**config.mk**
```make
export PLATFORM = sky130hd
export DESIGN_NAME = ingress_stage
export DESIGN_NICKNAME = d
export VERILOG_FILES = /design/src/rtl/ingress_stage.sv
export SDC_FILE = /design/constraint.sdc
export NUM_CORES = 1
export LEC_CHECK = 0
export CORE_MARGIN = 3
export CORE_UTILIZATION = 47
export DETAILED_ROUTE_END_ITERATION = 6
export PLACE_DENSITY = 0.8
export SYNTH_ARGS = -nofsm -noshare
export SYNTH_HDL_FRONTEND = slang
export SYNTH_SLANG_ARGS = --single-unit
```
**constraint.sdc**
```tcl
create_clock -name Clk -period 6.4 [get_ports Clk]
set_clock_uncertainty 0.2 [all_clocks]
set_input_delay 1.28 -clock Clk [delete_from_list [all_inputs] [get_ports Clk]]
set_output_delay 1.28 -clock Clk [all_outputs]
set_load 0.05 [all_outputs]
```
**src/rtl/ingress_stage.sv**
```systemverilog
// ingress_stage: input end of the stc0 datapath.
// Pairs consecutive words from a valid/ready stream into operands A/B and
// hosts one slot of the daisy-chained control bus.
//
// Handshake: a word transfers on a rising Clk edge where IngressValid and
// IngressReady are both 1. IngressReady depends only on the stored INPUTEN
// bit, never on IngressValid. The pair output has no backpressure: ABValid
// is a one-cycle strobe and the consumer must take A/B in that cycle.

`ifndef CTRLWRD_SZ
`define CTRLWRD_SZ 32
`endif
`ifndef RB_INGRESSCTRL_INPUTEN
`define RB_INGRESSCTRL_INPUTEN 0
`endif
`ifndef RB_INGRESSCTRL_ORDER
`define RB_INGRESSCTRL_ORDER 1
`endif
`ifndef RB_INGRESSCTRL_DUP
`define RB_INGRESSCTRL_DUP 2
`endif
`ifndef RB_INGRESSCTRL_FLUSH
`define RB_INGRESSCTRL_FLUSH 3
`endif

module ingress_stage #(
  parameter int DATA_WIDTH = 16,
  parameter int CTRL_STAGE = 0
) (
  input  logic                       Clk,
  input  logic                       ARst,
  input  logic [3:0]                 CtrlAddr,
  input  logic [`CTRLWRD_SZ-1:0]     CtrlWord,
  input  logic                       CtrlValid,
  output logic [3:0]                 CtrlAddrOut,
  output logic [`CTRLWRD_SZ-1:0]     CtrlWordOut,
  output logic                       CtrlValidOut,
  input  logic [DATA_WIDTH*2-1:0]    IngressData,
  input  logic                       IngressValid,
  output logic                       IngressReady,
  output logic [DATA_WIDTH*2-1:0]    A,
  output logic [DATA_WIDTH*2-1:0]    B,
  output logic                       ABValid,
  output logic [15:0]                PairCount
);

  localparam int W = DATA_WIDTH * 2;
  localparam logic [3:0] STAGE_ADDR = 4'(CTRL_STAGE);

  typedef enum logic {
    ST_FIRST  = 1'b0,
    ST_SECOND = 1'b1
  } state_t;

  state_t                  state_q, state_d;
  logic [`CTRLWRD_SZ-1:0]  ctrl_q;
  logic [W-1:0]            hold_q, hold_d;
  logic [W-1:0]            a_q, a_d;
  logic [W-1:0]            b_q, b_d;
  logic                    abvalid_q, abvalid_d;
  logic [15:0]             count_q;
  logic [3:0]              fwd_addr_q;
  logic [`CTRLWRD_SZ-1:0]  fwd_word_q;
  logic                    fwd_valid_q;

  logic ctrl_match;
  logic flush;
  logic accept;
  logic unused_ctrl_bits;

  assign ctrl_match = CtrlValid && (CtrlAddr == STAGE_ADDR);
  // FLUSH acts straight from the bus word during a matching write.
  assign flush      = ctrl_match && CtrlWord[`RB_INGRESSCTRL_FLUSH];
  assign accept     = IngressValid && ctrl_q[`RB_INGRESSCTRL_INPUTEN];

  // Only the low control fields are decoded; the rest is simply stored.
  assign unused_ctrl_bits = ^ctrl_q;

  // Control slot: keep our word, forward everyone else's with a 1-cycle strobe.
  always_ff @(posedge Clk or posedge ARst) begin
    if (ARst) begin
      ctrl_q      <= '0;
      fwd_addr_q  <= '0;
      fwd_word_q  <= '0;
      fwd_valid_q <= 1'b0;
    end else begin
      fwd_valid_q <= 1'b0;
      if (ctrl_match) begin
        ctrl_q <= CtrlWord;
      end else if (CtrlValid) begin
        fwd_addr_q  <= CtrlAddr;
        fwd_word_q  <= CtrlWord;
        fwd_valid_q <= 1'b1;
      end
    end
  end

  // Pair assembly next-state: choose hold/A/B updates and the pair strobe.
  always_comb begin
    state_d   = state_q;
    hold_d    = hold_q;
    a_d       = a_q;
    b_d       = b_q;
    abvalid_d = 1'b0;
    if (flush) begin
      // Held word and any word accepted this cycle are dropped.
      state_d = ST_FIRST;
    end else if (accept) begin
      case (state_q)
        ST_FIRST: begin
          if (ctrl_q[`RB_INGRESSCTRL_DUP]) begin
            a_d       = IngressData;
            b_d       = IngressData;
            abvalid_d = 1'b1;
          end else begin
            hold_d  = IngressData;
            state_d = ST_SECOND;
          end
        end
        ST_SECOND: begin
          if (ctrl_q[`RB_INGRESSCTRL_ORDER]) begin
            a_d = IngressData;
            b_d = hold_q;
          end else begin
            a_d = hold_q;
            b_d = IngressData;
          end
          abvalid_d = 1'b1;
          state_d   = ST_FIRST;
        end
        default: state_d = ST_FIRST;
      endcase
    end
  end

  // Pair assembly registers and the wrapping pair counter.
  always_ff @(posedge Clk or posedge ARst) begin
    if (ARst) begin
      state_q   <= ST_FIRST;
      hold_q    <= '0;
      a_q       <= '0;
      b_q       <= '0;
      abvalid_q <= 1'b0;
      count_q   <= '0;
    end else begin
      state_q   <= state_d;
      hold_q    <= hold_d;
      a_q       <= a_d;
      b_q       <= b_d;
      abvalid_q <= abvalid_d;
      if (abvalid_d) begin
        count_q <= count_q + 16'd1;
      end
    end
  end

  assign IngressReady = ctrl_q[`RB_INGRESSCTRL_INPUTEN];
  assign A            = a_q;
  assign B            = b_q;
  assign ABValid      = abvalid_q;
  assign PairCount    = count_q;
  assign CtrlAddrOut  = fwd_addr_q;
  assign CtrlWordOut  = fwd_word_q;
  assign CtrlValidOut = fwd_valid_q;

endmodule
```
==> results_dict.tcl, run 1 <==
set metrics [dict create \
    drive_gt1_frac 0.151 \
    grt_max_degree 133 \
    grt_antenna_before_repair 0 \
    cts.hold.buffers_added 0 \
    synth_xor_area_frac 0.0203 \
    post_cts_buffers 0 \
    path_max_fanout 132 \
    max-slew-margin-rel 0.225 \
    synth-compound-area-share 0.0631 \
    synth_cells 506 \
    synth_simple_gate_area_frac 0.0675 \
    path_buf_inv 1 \
    yosysTopAreaCell "dfrtp_1" \
    synth_most_common_cell "dfrtp_1" \
    fin_crit_sh 0.550 \
    netlist_area_mm2 0.00647 \
    drv_slew 0 \
    timing.fmax_ghz 0.284 \
    muxShareOfSynthArea 0.216 \
    synth_cell_types 33 \
    async_flop_share 1.00 \
    ys_seq_elements 154 \
    hold_ws_ns 0.278 \
    drt_first_pass_iters 5 \
    synth_top_family_by_area "multiplexers" \
    syn_avg_cell_area_um2 12.8 \
    track_usage 0.198 \
    rrSetupSlack_ns 3.95 \
    finalSetupTns_ns 0 \
    core_area_mm2 0.0133 \
    worstSetupEndpointType "register" \
    p_leak_nw 4.21 \
    maxCapViolCount 0 \
    vias 4498 \
    slowest_stage "a21o_4" \
    crit_chain "clkdlybuf4s50_1 -> nor4_4 -> a21o_4 -> o21ai_0" \
    synthTopCellsByArea "dfrtp_1 60%, mux2_2 11%, mux2i_1 9.9%, o21ai_0 5.0%, nand2_1 4.5%" \
    die_area_mm2 0.0152 \
    drt-total-wl_mm 14.6 \
    required_ns 6.44 \
    synthToLayoutAreaGrowth_pct 40.1 \
    fp.dieH_um 123 \
    min_period_ns 3.52 \
    total_power_w 0.00454 \
    final_util 0.678 \
    grt-ovfl-total 0 \
    cts_root_buf "clkbuf_16" \
    cts_htree_levels 4 \
    syn_nets 579 \
    timing_hold_violations_final 0 \
    synth_top_area_frac 0.596 \
    dp_hpwl_mm 9.81 \
    die_w_um 123 \
    grt_pass1_wl_mm 23.1 \
    fin_nets 761 \
    max_stage_delay_ns 0.86 \
    grt_pass1_vias 4564 \
    worst_slew_pin_slew_ns 1.16 \
    gp_congestion 0.756 \
    finalSetupViolations 0 \
    cts_resized 0 \
    path_clk_slew_ns 0.06 \
    start_util 0.484 \
    worstSkewPairLatency_ns 0.42 \
    rsz0062_at_grt "no" \
    hold_path.class "reg -> reg" \
    ant_nets 0 \
    seq_area_frac_synth 0.596 \
    ys.flop_type "dfrtp_1" \
    wl_per_cell_um 16.7 \
    synth_commonest_cells "154 x dfrtp_1, 77 x nand2_1, 64 x mux2_2, 64 x mux2i_1, 64 x o21ai_0" \
    synth_edf_count 0 \
    drc 0 \
    viasPerCell 5.13 \
    nFillCells 962 \
    n_antenna_cell 0 \
    power_density_mw_per_mm2 501 \
    cp-start-kind "primary input" \
    cts_buffer_depth 2 \
    numCtsBuffers 17 \
    ios 191 \
    clock_sinks 154 \
    drtIter0Drc 123 \
    port_buffers 190 \
    rows 42 \
    synth_adder_area_share 0.00193 \
    crit_arrival_ns 3.56 \
    ir_drop_uv 377 \
    cts_tree "yes" \
    status "completed" \
    synth_warnings 0 \
    path_class "in -> reg" \
    crit_family "compound AO/OA/AOI/OAI gates" \
]
## layout by cell type, fill, tap and decap left out, types with 2 or more instances in the layout
cell type        instances
and4_1                   2
nand2_2                  2
bufinv_16                5
buf_4                    2
xnor2_1                 13
o21ai_0                 64
clkbuf_8                 2
dfrtp_1                154
mux2_2                  64
nand2_1                 76
and3_1                   2
clkinv_2                 5
inv_1                    2
mux2i_1                 64
nand4_1                  5
clkinvlp_4               3
clkdlybuf4s50_1        190
clkbuf_16               17
a21oi_1                  2
nor3_1                   2
mux2_1                   3
nand3_1                  6
a22o_1                   3
xor2_1                   2
## layout make-up
type                    count  area, um2  area share
repair buffers            192       1920       0.212
inverters                   4       20.0     0.00221
well taps                 176        220      0.0243
clock buffers              19        453      0.0500
clock inverters            13        198      0.0218
multi-input cells         319       2390       0.264
flip-flops and latches    154       3850       0.426
## power breakdown
| part | internal (W) | switching [W] |
|---|---|---|
| clock | 0.000708 | 0.000379 |
| sequential | 0.00131 | 0.000231 |
| combinational | 0.000693 | 0.00122 |
## final timing paths
kind                                  start             end  cells past startpoint
worst max register to register      state_q            B[4]                      3
worst min register to register        A[28]           A[28]                      2
max in group asynchronous              ARst       hold_q[2]                      3
min in group asynchronous              ARst  CtrlWordOut[2]                      2
worst min-delay path                  A[28]           A[28]                      2
worst max-delay path            CtrlAddr[0]            B[4]                      4
## metrics by stage
stage | instance area [um2] | cells | setup slack [ns]
after floorplan | 6470 | 506 | 0.770
after global placement | 8410 | 845 | 2.51
after detailed placement | 8410 | 845 | 2.42
after CTS | 9060 | 877 | 2.87
after global routing | 9060 | 877 | 2.67
final | 9060 | 877 | 2.88
## worst register-to-register path: stages, from the launching register on
cell	delay [ns]
dfrtp_1	0.43
o211ai_1	0.43
a21o_4	0.81
o21ai_0	0.40
## cells by family (layout without fill, tap and decap cells)
| group | Yosys count | in the layout |
|---|---|---|
| mux | 131 | 131 |
| compound gates | 73 | 73 |
| fa+ha+maj | 1 | 1 |
| simple gates | 99 | 99 |
| xor+xnor | 15 | 15 |
| flops | 154 | 154 |
| buf+inv | 33 | 228 |
## sequential cells by signal, summed over array words and instances (netlist names)
register and count:
B 32, A 32, ctrl_q 3, ABValid 1, PairCount 16, hold_q 32
state_q 1, CtrlValidOut 1, CtrlAddrOut 4, CtrlWordOut 32
## layer usage
layer,share of wire,track usage,vias to the layer above,routed length [um]
met2,0.46,0.318,157,6750
met5,0,0,-,0
li1,-,-,2136,-
met3,0.086,0.0604,23,1260
met4,0.017,0.0734,0,243
met1,0.44,0.256,2182,6390
Note: power is estimated with default switching activity, not from simulation.
==> run 2: changes to the inputs <==
==> constraint.sdc (replaced) <==
create_clock -name Clk -period 3.3 [get_ports Clk]
set_clock_uncertainty 0.2 [all_clocks]
set_input_delay 0.66 -clock Clk [delete_from_list [all_inputs] [get_ports Clk]]
set_output_delay 0.66 -clock Clk [all_outputs]
set_load 0.05 [all_outputs]
==> run 2 against run 1 <==
Net effect:
- first-iteration DRC count is 110% higher
- via count is 0.78% higher
- setup slack worse by 2.1 ns
- sequential share of layout area is 0.41 points lower
- critical endpoint is now PairCount[4]
==> results_dict.tcl, run 2 (same netlist as run 1, synthesis figures left out) <==
set metrics [dict create \
    status "completed" \
    postLayoutCellArea_mm2 0.00915 \
    fp.dieH_um 123 \
    die_w_um 123 \
    path_clk_slew_ns 0.06 \
    timing_hold_violations_final 0 \
    grt_antenna_before_repair 0 \
    grt_pass1_wl_mm 24.0 \
    finalSetupTns_ns 0 \
    drc 0 \
    die_area_mm2 0.0152 \
    timing.fmax_ghz 0.391 \
    slowest_stage "clkdlybuf4s50_1" \
    crit_arrival_ns 1.70 \
    worstSetupEndpointType "output pin" \
    min_period_ns 2.56 \
    finalSetupViolations 0 \
    hold_path.class "reg -> reg" \
    post_dp_cell_area_mm2 0.00851 \
    max_stage_delay_ns 0.84 \
    path_class "reg -> out" \
    final_common_cell "clkdlybuf4s50_1" \
    p_leak_nw 4.26 \
    n_antenna_cell 0 \
    required_ns 2.44 \
    track_usage 0.206 \
    cts_root_buf "clkbuf_16" \
    core_area_mm2 0.0133 \
    numCtsBuffers 17 \
    drive_gt1_frac 0.156 \
    ant_nets 0 \
    dp_hpwl_mm 10.4 \
    viasPerCell 5.14 \
    crit_family "buffers and inverters" \
    ios 191 \
    power_density_mw_per_mm2 962 \
    grt_max_degree 155 \
    path_max_fanout 5 \
    grt-ovfl-total 0 \
    cts_tree "yes" \
    clock_sinks 154 \
    drtIter0Drc 261 \
    drt-total-wl_mm 15.4 \
    rows 42 \
    grt_pass1_vias 4624 \
    vias 4533 \
    synthToLayoutAreaGrowth_pct 41.4 \
    fin_crit_sh 0.775 \
    worstSkewPairLatency_ns 0.41 \
    cts_htree_levels 4 \
    cts.hold.buffers_added 0 \
    post_cts_buffers 0 \
    total_power_w 0.00880 \
    wl_per_cell_um 17.5 \
    maxCapViolCount 0 \
    fin_nets 767 \
    max-slew-margin-rel 0.400 \
    crit_chain "clkdlybuf4s50_1" \
    cts_resized 0 \
    path_buf_inv 1 \
    mostFrequentLayoutCells "190 x clkdlybuf4s50_1, 154 x dfrtp_1, 76 x nand2_1" \
    start_util 0.484 \
    worst_slew_pin_slew_ns 0.899 \
    rsz0062_at_grt "no" \
    drt_first_pass_iters 4 \
    cts_buffer_depth 2 \
    port_buffers 190 \
    cp-start-kind "register" \
    drv_slew 0 \
    gp_congestion 0.792 \
    ir_drop_uv 646 \
]
## run 2: final cells by class
type	instances	area, um2
sequential	154	3850
fill	968	4200
tap	176	220
multi-input combinational	319	2390
clock buffer	25	526
clock inverter	6	108
timing repair buffer	198	2020
inverter	4	18.8
## run 2: power breakdown
| group | leakage (nW) | internal, W | switching, W |
|---|---|---|---|
| clock | 0.311 | 0.00132 | 0.000723 |
| combinational | 2.05 | 0.00137 | 0.00239 |
| sequential | 1.90 | 0.00254 | 0.000455 |
## run 2: per-layer routing
layer / GRT usage / part of all wire / routed length, um
met3: 0.0727 / 0.090 / 1390
met1: 0.255 / 0.42 / 6530
met4: 0.0685 / 0.013 / 197
met5: 0 / 0 / 0
met2: 0.336 / 0.47 / 7310
## run 2: final timing paths
| path | start | cells past startpoint | end | slack (ns) |
|---|---|---|---|---|
| max | PairCount[4] | 1 | PairCount[4] | 0.74 |
| max in group asynchronous | ARst | 3 | hold_q[27] | 1.64 |
| max reg2reg | state_q | 4 | A[12] | 1.16 |
| min | PairCount[15] | 1 | PairCount[15] | 0.28 |
| min in group asynchronous | ARst | 3 | CtrlAddrOut[3] | 0.60 |
| min reg2reg | PairCount[15] | 1 | PairCount[15] | 0.28 |
## run 2: stage by stage
stage / worst slack [ns] / util / hold slack [ns] / std cells
2_1_floorplan: 0.495 / - / 0.285 / 506
6_report: 0.742 / 0.685 / 0.275 / 882
4_1_cts: 0.711 / 0.685 / 0.278 / 882
3_3_place_gp: 0.574 / 0.638 / 0.261 / 851
3_5_place_dp: 0.507 / 0.638 / 0.268 / 851
5_1_grt: 0.691 / 0.685 / 0.302 / 882
